**src/rtl/el2_ccm_banked_mem.sv**
```systemverilog
// Multi-channel, multi-bank CCM front end with per-bank round-robin arbitration.
// Optional define EL2_CCM_RD_PIPE_EN adds a response register stage (2-cycle read latency).
module el2_ccm_banked_mem #(
  parameter int NUM_CH    = 2,
  parameter int NUM_BANKS = 4,
  parameter int ADDR_W    = 16,
  parameter int DATA_W    = 39,
  parameter int BANK_LSB  = 2,
  parameter int ROW_W     = ADDR_W - BANK_LSB - $clog2(NUM_BANKS)
) (
  input  logic                        clk,
  input  logic                        rst,
  input  logic [NUM_CH-1:0]           ch_req_valid,
  output logic [NUM_CH-1:0]           ch_req_ready,
  input  logic [NUM_CH-1:0]           ch_req_wr,
  input  logic [NUM_CH*ADDR_W-1:0]    ch_req_addr,
  input  logic [NUM_CH*DATA_W-1:0]    ch_req_wdata,
  output logic [NUM_CH-1:0]           ch_rsp_valid,
  output logic [NUM_CH*DATA_W-1:0]    ch_rsp_rdata,
  output logic [NUM_BANKS-1:0]        bank_en,
  output logic [NUM_BANKS-1:0]        bank_wen,
  output logic [NUM_BANKS*ROW_W-1:0]  bank_addr,
  output logic [NUM_BANKS*DATA_W-1:0] bank_wdata,
  input  logic [NUM_BANKS*DATA_W-1:0] bank_rdata,
  output logic [15:0]                 conflict_cnt
);

  localparam int          CH_W = (NUM_CH > 1) ? $clog2(NUM_CH) : 1;
  localparam int          BK_W = (NUM_BANKS > 1) ? $clog2(NUM_BANKS) : 1;
  localparam int unsigned NCH  = NUM_CH;

  logic [BK_W-1:0]   ch_bank  [NUM_CH];
  logic [ROW_W-1:0]  ch_row   [NUM_CH];
  logic [DATA_W-1:0] ch_wdata [NUM_CH];

  logic [CH_W-1:0]      rr_ptr_q [NUM_BANKS];
  logic [CH_W-1:0]      rr_ptr_d [NUM_BANKS];
  logic [CH_W-1:0]      win      [NUM_BANKS];
  logic [NUM_BANKS-1:0] bank_gnt;
  logic [NUM_CH-1:0]    ch_gnt;

  logic [NUM_CH-1:0]        rd_pend_q, rd_pend_d;
  logic [BK_W-1:0]          bsel_q [NUM_CH];
  logic [BK_W-1:0]          bsel_d [NUM_CH];
  logic [NUM_CH*DATA_W-1:0] rsp_rdata_c;

  logic [15:0] cnt_q, cnt_d;

  // Low (byte-offset) address bits are intentionally ignored.
  logic unused_addr;
  assign unused_addr = ^ch_req_addr;

  always_comb begin
    for (int unsigned c = 0; c < NCH; c++) begin
      ch_bank[c]  = (NUM_BANKS > 1) ? ch_req_addr[c*ADDR_W + BANK_LSB +: BK_W] : '0;
      ch_row[c]   = ch_req_addr[c*ADDR_W + ADDR_W - ROW_W +: ROW_W];
      ch_wdata[c] = ch_req_wdata[c*DATA_W +: DATA_W];
    end
  end

  // Search from the pointer upward with wrap; first valid requester for this bank wins.
  always_comb begin
    int unsigned idx;
    idx = 0;
    for (int unsigned b = 0; b < NUM_BANKS; b++) begin
      bank_gnt[b] = 1'b0;
      win[b]      = '0;
      for (int unsigned k = 0; k < NCH; k++) begin
        idx = rr_ptr_q[b] + k;
        if (idx >= NCH) idx = idx - NCH;
        if (!bank_gnt[b] && ch_req_valid[idx] && (ch_bank[idx] == BK_W'(b))) begin
          bank_gnt[b] = 1'b1;
          win[b]      = CH_W'(idx);
        end
      end
    end
  end

  always_comb begin
    ch_gnt = '0;
    for (int unsigned b = 0; b < NUM_BANKS; b++) begin
      if (bank_gnt[b]) ch_gnt[win[b]] = 1'b1;
    end
  end

  assign ch_req_ready = ch_gnt;

  always_comb begin
    int unsigned nxt;
    nxt = 0;
    for (int unsigned b = 0; b < NUM_BANKS; b++) begin
      rr_ptr_d[b] = rr_ptr_q[b];
      if (bank_gnt[b]) begin
        nxt = win[b] + 1;
        if (nxt >= NCH) nxt = 0;
        rr_ptr_d[b] = CH_W'(nxt);
      end
    end
  end

  always_comb begin
    bank_en    = '0;
    bank_wen   = '0;
    bank_addr  = '0;
    bank_wdata = '0;
    for (int unsigned b = 0; b < NUM_BANKS; b++) begin
      if (bank_gnt[b]) begin
        bank_en[b]                      = 1'b1;
        bank_wen[b]                     = ch_req_wr[win[b]];
        bank_addr[b*ROW_W +: ROW_W]     = ch_row[win[b]];
        bank_wdata[b*DATA_W +: DATA_W]  = ch_wdata[win[b]];
      end
    end
  end

  always_comb begin
    rd_pend_d = ch_gnt & ~ch_req_wr;
    for (int unsigned c = 0; c < NCH; c++) begin
      bsel_d[c] = rd_pend_d[c] ? ch_bank[c] : bsel_q[c];
    end
  end

  always_comb begin
    rsp_rdata_c = '0;
    for (int unsigned c = 0; c < NCH; c++) begin
      if (rd_pend_q[c])
        rsp_rdata_c[c*DATA_W +: DATA_W] = bank_rdata[int'(bsel_q[c])*DATA_W +: DATA_W];
    end
  end

`ifdef EL2_CCM_RD_PIPE_EN
  logic [NUM_CH-1:0]        rsp_valid_q;
  logic [NUM_CH*DATA_W-1:0] rsp_rdata_q;

  always_ff @(posedge clk or posedge rst) begin
    if (rst) begin
      rsp_valid_q <= '0;
      rsp_rdata_q <= '0;
    end else begin
      rsp_valid_q <= rd_pend_q;
      rsp_rdata_q <= rsp_rdata_c;
    end
  end

  assign ch_rsp_valid = rsp_valid_q;
  assign ch_rsp_rdata = rsp_rdata_q;
`else
  assign ch_rsp_valid = rd_pend_q;
  assign ch_rsp_rdata = rsp_rdata_c;
`endif

  // Every valid-but-not-ready channel is one lost arbitration cycle.
  always_comb begin
    logic [NUM_CH-1:0] lost;
    logic [4:0]        n;
    logic [16:0]       sum;
    lost = ch_req_valid & ~ch_gnt;
    n    = '0;
    for (int unsigned c = 0; c < NCH; c++) n = n + 5'(lost[c]);
    sum   = 17'(cnt_q) + 17'(n);
    cnt_d = sum[16] ? '1 : sum[15:0];
  end

  assign conflict_cnt = cnt_q;

  always_ff @(posedge clk or posedge rst) begin
    if (rst) begin
      for (int unsigned b = 0; b < NUM_BANKS; b++) rr_ptr_q[b] <= '0;
      for (int unsigned c = 0; c < NCH; c++) bsel_q[c] <= '0;
      rd_pend_q <= '0;
      cnt_q     <= '0;
    end else begin
      for (int unsigned b = 0; b < NUM_BANKS; b++) rr_ptr_q[b] <= rr_ptr_d[b];
      for (int unsigned c = 0; c < NCH; c++) bsel_q[c] <= bsel_d[c];
      rd_pend_q <= rd_pend_d;
      cnt_q     <= cnt_d;
    end
  end

endmodule

```
**config.mk**
```make
export PLATFORM = sky130hd
export DESIGN_NAME = el2_ccm_banked_mem
export DESIGN_NICKNAME = d
export VERILOG_FILES = /design/src/rtl/el2_ccm_banked_mem.sv
export SDC_FILE = /design/constraint.sdc
export NUM_CORES = 1
export LEC_CHECK = 0
export CAP_MARGIN = 25
export CORE_AREA = 5 5 226 228
export DETAILED_ROUTE_END_ITERATION = 7
export DIE_AREA = 0 0 231 233
export PLACE_DENSITY = 0.52
export SLEW_MARGIN = 20
export SYNTH_ARGS = -nofsm -noshare
export SYNTH_HDL_FRONTEND = slang
export SYNTH_SLANG_ARGS = --single-unit
```
**constraint.sdc**
```tcl
create_clock -name clk -period 3.9 [get_ports clk]
set_clock_uncertainty 0.1 [all_clocks]
set_input_delay 0.585 -clock clk [delete_from_list [all_inputs] [get_ports clk]]
set_output_delay 0.585 -clock clk [all_outputs]
set_load 0.005 [all_outputs]
```
==> results.toml, run 1 <==
[power_and_ir_drop]
vdd_drop_max_mv = 0.160
p_leak_nw = 4.99
power_density_mw_per_mm2 = 191

[floorplanning]
die_x_um = 231
coreArea_sq_mm = 0.0486
rows = 81
ios = 582
die_y_um = 233
start_util_pct = 13.9
die-area_sq_mm = 0.0538

[worst_setup_path]
cp-end-kind = "output port"
startpoint_type = "input pin"
rrSetupSlack_ns = 1.03
endpoint = "bank_wdata[61]"
cp.required_ns = 3.21
crit_start = "ch_req_addr[2]"
rr_startpoint = "rr_ptr_q[3]"
arrival_ns = 3.10
critPathKind = "in2out"
crit_fanout = 38
ff2ff_path_depth = 12
r2r-end = "conflict_cnt[1]"

[timing]
fin_crit_sh_pct = 97.1
maxSlewHeadroom_pct = 42.7
rsz0062_at_grt = "no"
finalSetupViolCount = 0
whs_ns = 0.420
setup_slack_ns = 0.114
layout_min_cycle_time_ns = 3.79
tightestPinTransition_ns = 0.860
setup_tns_ns = 0
slew_viol_final = 0
hold_viol = 0
max_freq_mhz = 264

[yosys]
synth.distinct_cells = 47
synth_fp_nets = 1298
synth-main-ff-cell = "dfrtp_1"
syn_avg_cell_area_sq_um = 6.59
yosys.area.top_type = "mux4_2"
synthArstFlopShare_pct = 100
netlist_area_sq_mm = 0.00674
netlist_instances = 1024
synth_top_area_share_pct = 26.0
yosysSeqAreaShare_pct = 9.65
yosys-top-cells-area = "mux4_2 26%, nand2_1 24%, dfrtp_1 9.6%"
synth-edff-count = 0
ys_seq_elements = 26
yosys_warnings = 0

[routing]
routedWlPerCell_um = 21.8
ant_nets = 0
viasPerCell = 4.50
wl_mm = 47.8
drt_first_pass_iters = 5
dr_total_vias = 9870
drcViolationCount = 0
drt-initial-drc-count = 411

[outcome]
status = "finished clean"

[job]
max-cap-violations = 0

[placement]
placed_area_sq_mm = 0.0136
pre_cts_ws_ns = 0.0744
dpl.cell_count = 2186
dp_hpwl_mm = 37.8
gp_congestion = 0.886
port_buffers = 577

[finish]
num-nets-final = 1843
drive_gt1_share_pct = 10.7
finalInstanceArea_sq_mm = 0.0137
mostFrequentLayoutCell = "clkdlybuf4s50_1"
final_cell_mix = "575 x clkdlybuf4s50_1, 431 x nand2_1, 108 x a21oi_1"
fin_cells = 2193
area_delta_synth_final_pct = 103

[global_route]
grt_pass1_vias = 10400
grt_max_degree = 47
overflow = 0
grt_first_pass_wirelength_mm = 67.7
grtUsageTotal_pct = 16.4
antenna_found_initial = 4

[clocking]
cts_inserted_buffers = 3
cts.sinks = 26
clk_latency_ns = 0.27
cts_tree = "built"
clockRootBuffer = "clkbuf_16"
clk_pin_slew_worst_paths_ns = 0.07
cts_setup_buffers = 0
cts_max_level = 1
clockBufferDepth = 2

[worst_hold_path]
worstHoldPathType = "reg2reg"
worstHoldStart = "rr_ptr_q[0]"
-- where the power goes --
group          total [mW]  internal, mW  leakage [nW]  switching, mW
clock network       0.312         0.205        0.0511          0.107
logic                1.85          1.11          4.61          0.735
registers           0.450         0.316         0.326          0.135
total                2.61          1.63          4.99          0.977
-- how the worst min path moves through the flow --
stage / to / cells past startpoint
final: rr_ptr_q[0] / 1
after global routing: rr_ptr_q[0] / 1
after CTS: rr_ptr_q[0] / 1
after detailed placement: rr_ptr_q[0] / 1
after global placement: rr_ptr_q[0] / 1
after floorplan: rr_ptr_q[2] / 1
-- cell type report --
cell class / instances / area, sq um
fillers: 5258 / 35000
repair buffers: 638 / 6460
multi-input cells: 884 / 5610
well taps: 622 / 778
flip-flops and latches: 26 / 656
clock buffers: 3 / 75.1
inverters: 16 / 60.1
clock inverters: 1 / 30.0
diodes: 3 / 7.51
-- cell families (layout without fill, tap and decap cells) --
group           count (synthesis)  in the layout  synth area share [%]
mux                            84             84                  27.0
xor+xnor                       10             10                  1.30
other cells                     0              3                     0
fa+ha+maj                       2              2                 0.482
flops                          26             26                  9.65
compound gates                231            231                  17.9
simple gates                  557            557                  35.8
buf+inv                       114            658                  7.77
-- cell usage after synthesis, drive strengths merged, types with 2 or more instances --
cell / n
a21boi: 2
a21o: 3
a21oi: 108
a22oi: 2
a31oi: 2
a41oi: 2
and2: 80
and4bb: 2
buf: 55
clkbuf: 43
dfrtp: 26
inv: 16
mux2: 4
mux2i: 2
mux4: 78
nand2: 432
nand2b: 2
nand3: 8
nand3b: 3
nand4: 2
nor2: 12
nor2b: 2
nor3: 4
nor4: 4
o211ai: 3
o21a: 3
o21ai: 103
or2: 2
xnor2: 7
xor2: 3
-- worst max-delay path, cell delays in order --
cell and delay, ns:
clkdlybuf4s50_1 0.58, buf_4 0.21, and4bb_2 0.30, or2_2 0.17, buf_12 0.24, nand2_1 0.09, a21oi_1 0.31, clkdlybuf4s50_1 0.58
-- stage by stage --
step | total power [mW] | util, %
after floorplan | 1.18 | -
after global placement | 2.32 | 27.9
after detailed placement | 2.32 | 27.9
after CTS | 2.66 | 28.1
after global routing | 2.77 | 28.1
final | 2.61 | 28.1
-- what timing repair did --
action / in CTS / in global routing
resized for setup: 0 / 2
setup endpoints to repair: 0 / 12
hold buffers: 0 / 0
-- routing by layer --
metal	global-route usage, %	part of all wire (%)	vias to the layer above	wire [um]
met3	4.32	8.2	62	3940
met2	29.8	50	499	23800
met1	17.8	37	4720	17800
met5	0	0.027	-	13
met4	7.60	4.7	2	2240
li1	-	-	4587	-
-- registers in the layout, summed over array words and instances, names as in the netlist --
signal	cells
ch_rsp_valid	2
rr_ptr_q	4
bsel_q	4
conflict_cnt	16
Note: power is estimated with default switching activity, not from simulation.
==> run 2: changes to the inputs <==
--- a/config.mk
+++ b/config.mk
@@ -9,7 +9,7 @@
 export CORE_AREA = 5 5 226 228
 export DETAILED_ROUTE_END_ITERATION = 7
 export DIE_AREA = 0 0 231 233
-export PLACE_DENSITY = 0.52
+export SKIP_LAST_GASP = 1
 export SLEW_MARGIN = 20
 export SYNTH_ARGS = -nofsm -noshare
 export SYNTH_HDL_FRONTEND = slang
==> run 2 against run 1 <==
  * First-iteration DRC count increased by 26%
  * Largest power group unchanged
  * Non-clock buffer count decreased by 10
  * Core utilization is 0.14 points lower
  * Highest routed layer is now met4
  * Total power down 0.15%
  * Maximum frequency is 0.81% higher
  * Critical path depth did not move
  * Global-route usage down 0.11 points
  * Worst setup slack improved by 0.030 ns
  * Clock power is 2% lower
  * Clock-buffer cell count unchanged
  * Register-to-register slack gained 0.09 ns
==> results.toml, run 2 (synthesized netlist as in run 1, its figures left out) <==
[timing]
tightestPinTransition_ns = 0.783
hold_viol = 0
setup_tns_ns = 0
rsz0062_at_grt = "no"
maxSlewHeadroom_pct = 47.8
layout_min_cycle_time_ns = 3.76
max_freq_mhz = 266
fin_crit_sh_pct = 96.3
finalSetupViolCount = 0
whs_ns = 0.428
setup_slack_ns = 0.144
slew_viol_final = 0

[job]
max-cap-violations = 0

[worst_setup_path]
startpoint_type = "input pin"
arrival_ns = 3.07
critPathKind = "in2out"
crit_fanout = 20
cp-end-kind = "output port"
cp.required_ns = 3.21

[power_and_ir_drop]
vdd_drop_max_mv = 0.127
p_leak_nw = 4.93
power_mw = 2.60
power_density_mw_per_mm2 = 191

[routing]
routedWlPerCell_um = 21.7
drcViolationCount = 0
wl_mm = 47.4
viasPerCell = 4.50
drt_first_pass_iters = 7
drt-initial-drc-count = 518
dr_total_vias = 9827
ant_nets = 0

[floorplanning]
die-area_sq_mm = 0.0538
die_x_um = 231
coreArea_sq_mm = 0.0486
die_y_um = 233
ios = 582
rows = 81
start_util_pct = 13.9

[global_route]
busiest_layer = "met2"
antenna_found_initial = 3
overflow = 0
grtUsageTotal_pct = 16.3
grt_use_met1_pct = 18.6
grt_first_pass_wirelength_mm = 67.3
grt_max_degree = 47
grt_pass1_vias = 10200
use_met2_pct = 29.1
grtUsageMet3_pct = 3.76

[finish]
num-nets-final = 1833
drive_gt1_share_pct = 10.1
multi_input_area_sq_mm = 0.00561
final_cell_mix = "576 x clkdlybuf4s50_1, 431 x nand2_1, 108 x a21oi_1"
mostFrequentLayoutCell = "clkdlybuf4s50_1"
seqCellArea_sq_um = 656
largest_reg_flops = 16
area_delta_synth_final_pct = 102
fill_cells = 5265

[clocking]
cts_setup_buffers = 0
cts_inserted_buffers = 3
clk_latency_ns = 0.27
clk_pin_slew_worst_paths_ns = 0.07
cts_max_level = 1
clockBufferDepth = 2
cts_tree = "built"
clockRootBuffer = "clkbuf_16"
cts.sinks = 26

[worst_hold_path]
worstHoldPathType = "reg2reg"

[outcome]
status = "finished clean"

[placement]
gp_congestion = 0.881
dp_hpwl_mm = 37.7
port_buffers = 577
pre_cts_ws_ns = 0.0718
## run 2: layer usage
layer / vias to the layer above / routed length, um
li1: 4564 / -
met1: 4647 / 17900
met2: 555 / 23300
met3: 61 / 4050
met4: 0 / 2190
met5: - / 0
## run 2: worst paths after layout
kind	slack [ns]	startpoint	cells past startpoint	end
max	0.14	ch_req_valid[1]	8	bank_wdata[9]
max in group asynchronous	2.62	rst	3	conflict_cnt[1]
min reg2reg	0.43	rr_ptr_q[0]	1	rr_ptr_q[0]
max reg2reg	1.12	rr_ptr_q[3]	12	conflict_cnt[13]
min in group asynchronous	0.60	rst	2	ch_rsp_valid[0]
min	0.43	rr_ptr_q[0]	1	rr_ptr_q[0]
## run 2: where the power goes
group          switching, mW  total, mW  leakage (nW)  internal [mW]
Combinational          0.777       1.87          4.56           1.10
Clock                  0.103      0.307        0.0511          0.205
Sequential             0.106      0.423         0.326          0.316
Total                  0.986       2.60          4.93           1.62
## run 2: what timing repair did
item	4_1_cts	5_1_grt
endpoints found under the setup margin	0	20
hold buffers	0	0
resized for setup	0	1
## run 2: final cells by class
cell class                      instances  share of cell area, %
Tap cell                              622                   5.72
Clock buffer                            3                  0.551
Antenna cell                            3                 0.0551
Sequential cell                        26                   4.82
Clock inverter                          1                  0.221
Timing Repair Buffer                  628                   47.0
Multi-Input combinational cell        884                   41.2
Inverter                               16                  0.441
## run 2: stage by stage
| stage | instances | utilization [%] | cell area [sq um] |
|---|---|---|---|
| after floorplan | 1024 | - | 6740 |
| after global placement | 2175 | 27.7 | 13500 |
| after detailed placement | 2176 | 27.7 | 13500 |
| after CTS | 2180 | 28.0 | 13600 |
| after global routing | 2182 | 28.0 | 13600 |
| final | 2183 | 28.0 | 13600 |
## run 2: critical path, stage by stage
cell and delay, ns:
clkdlybuf4s50_1 0.53, or3b_4 0.41, o21a_1 0.22, inv_2 0.15
buf_4 0.30, nand2_1 0.08, o21ai_0 0.22, clkdlybuf4s50_1 0.55
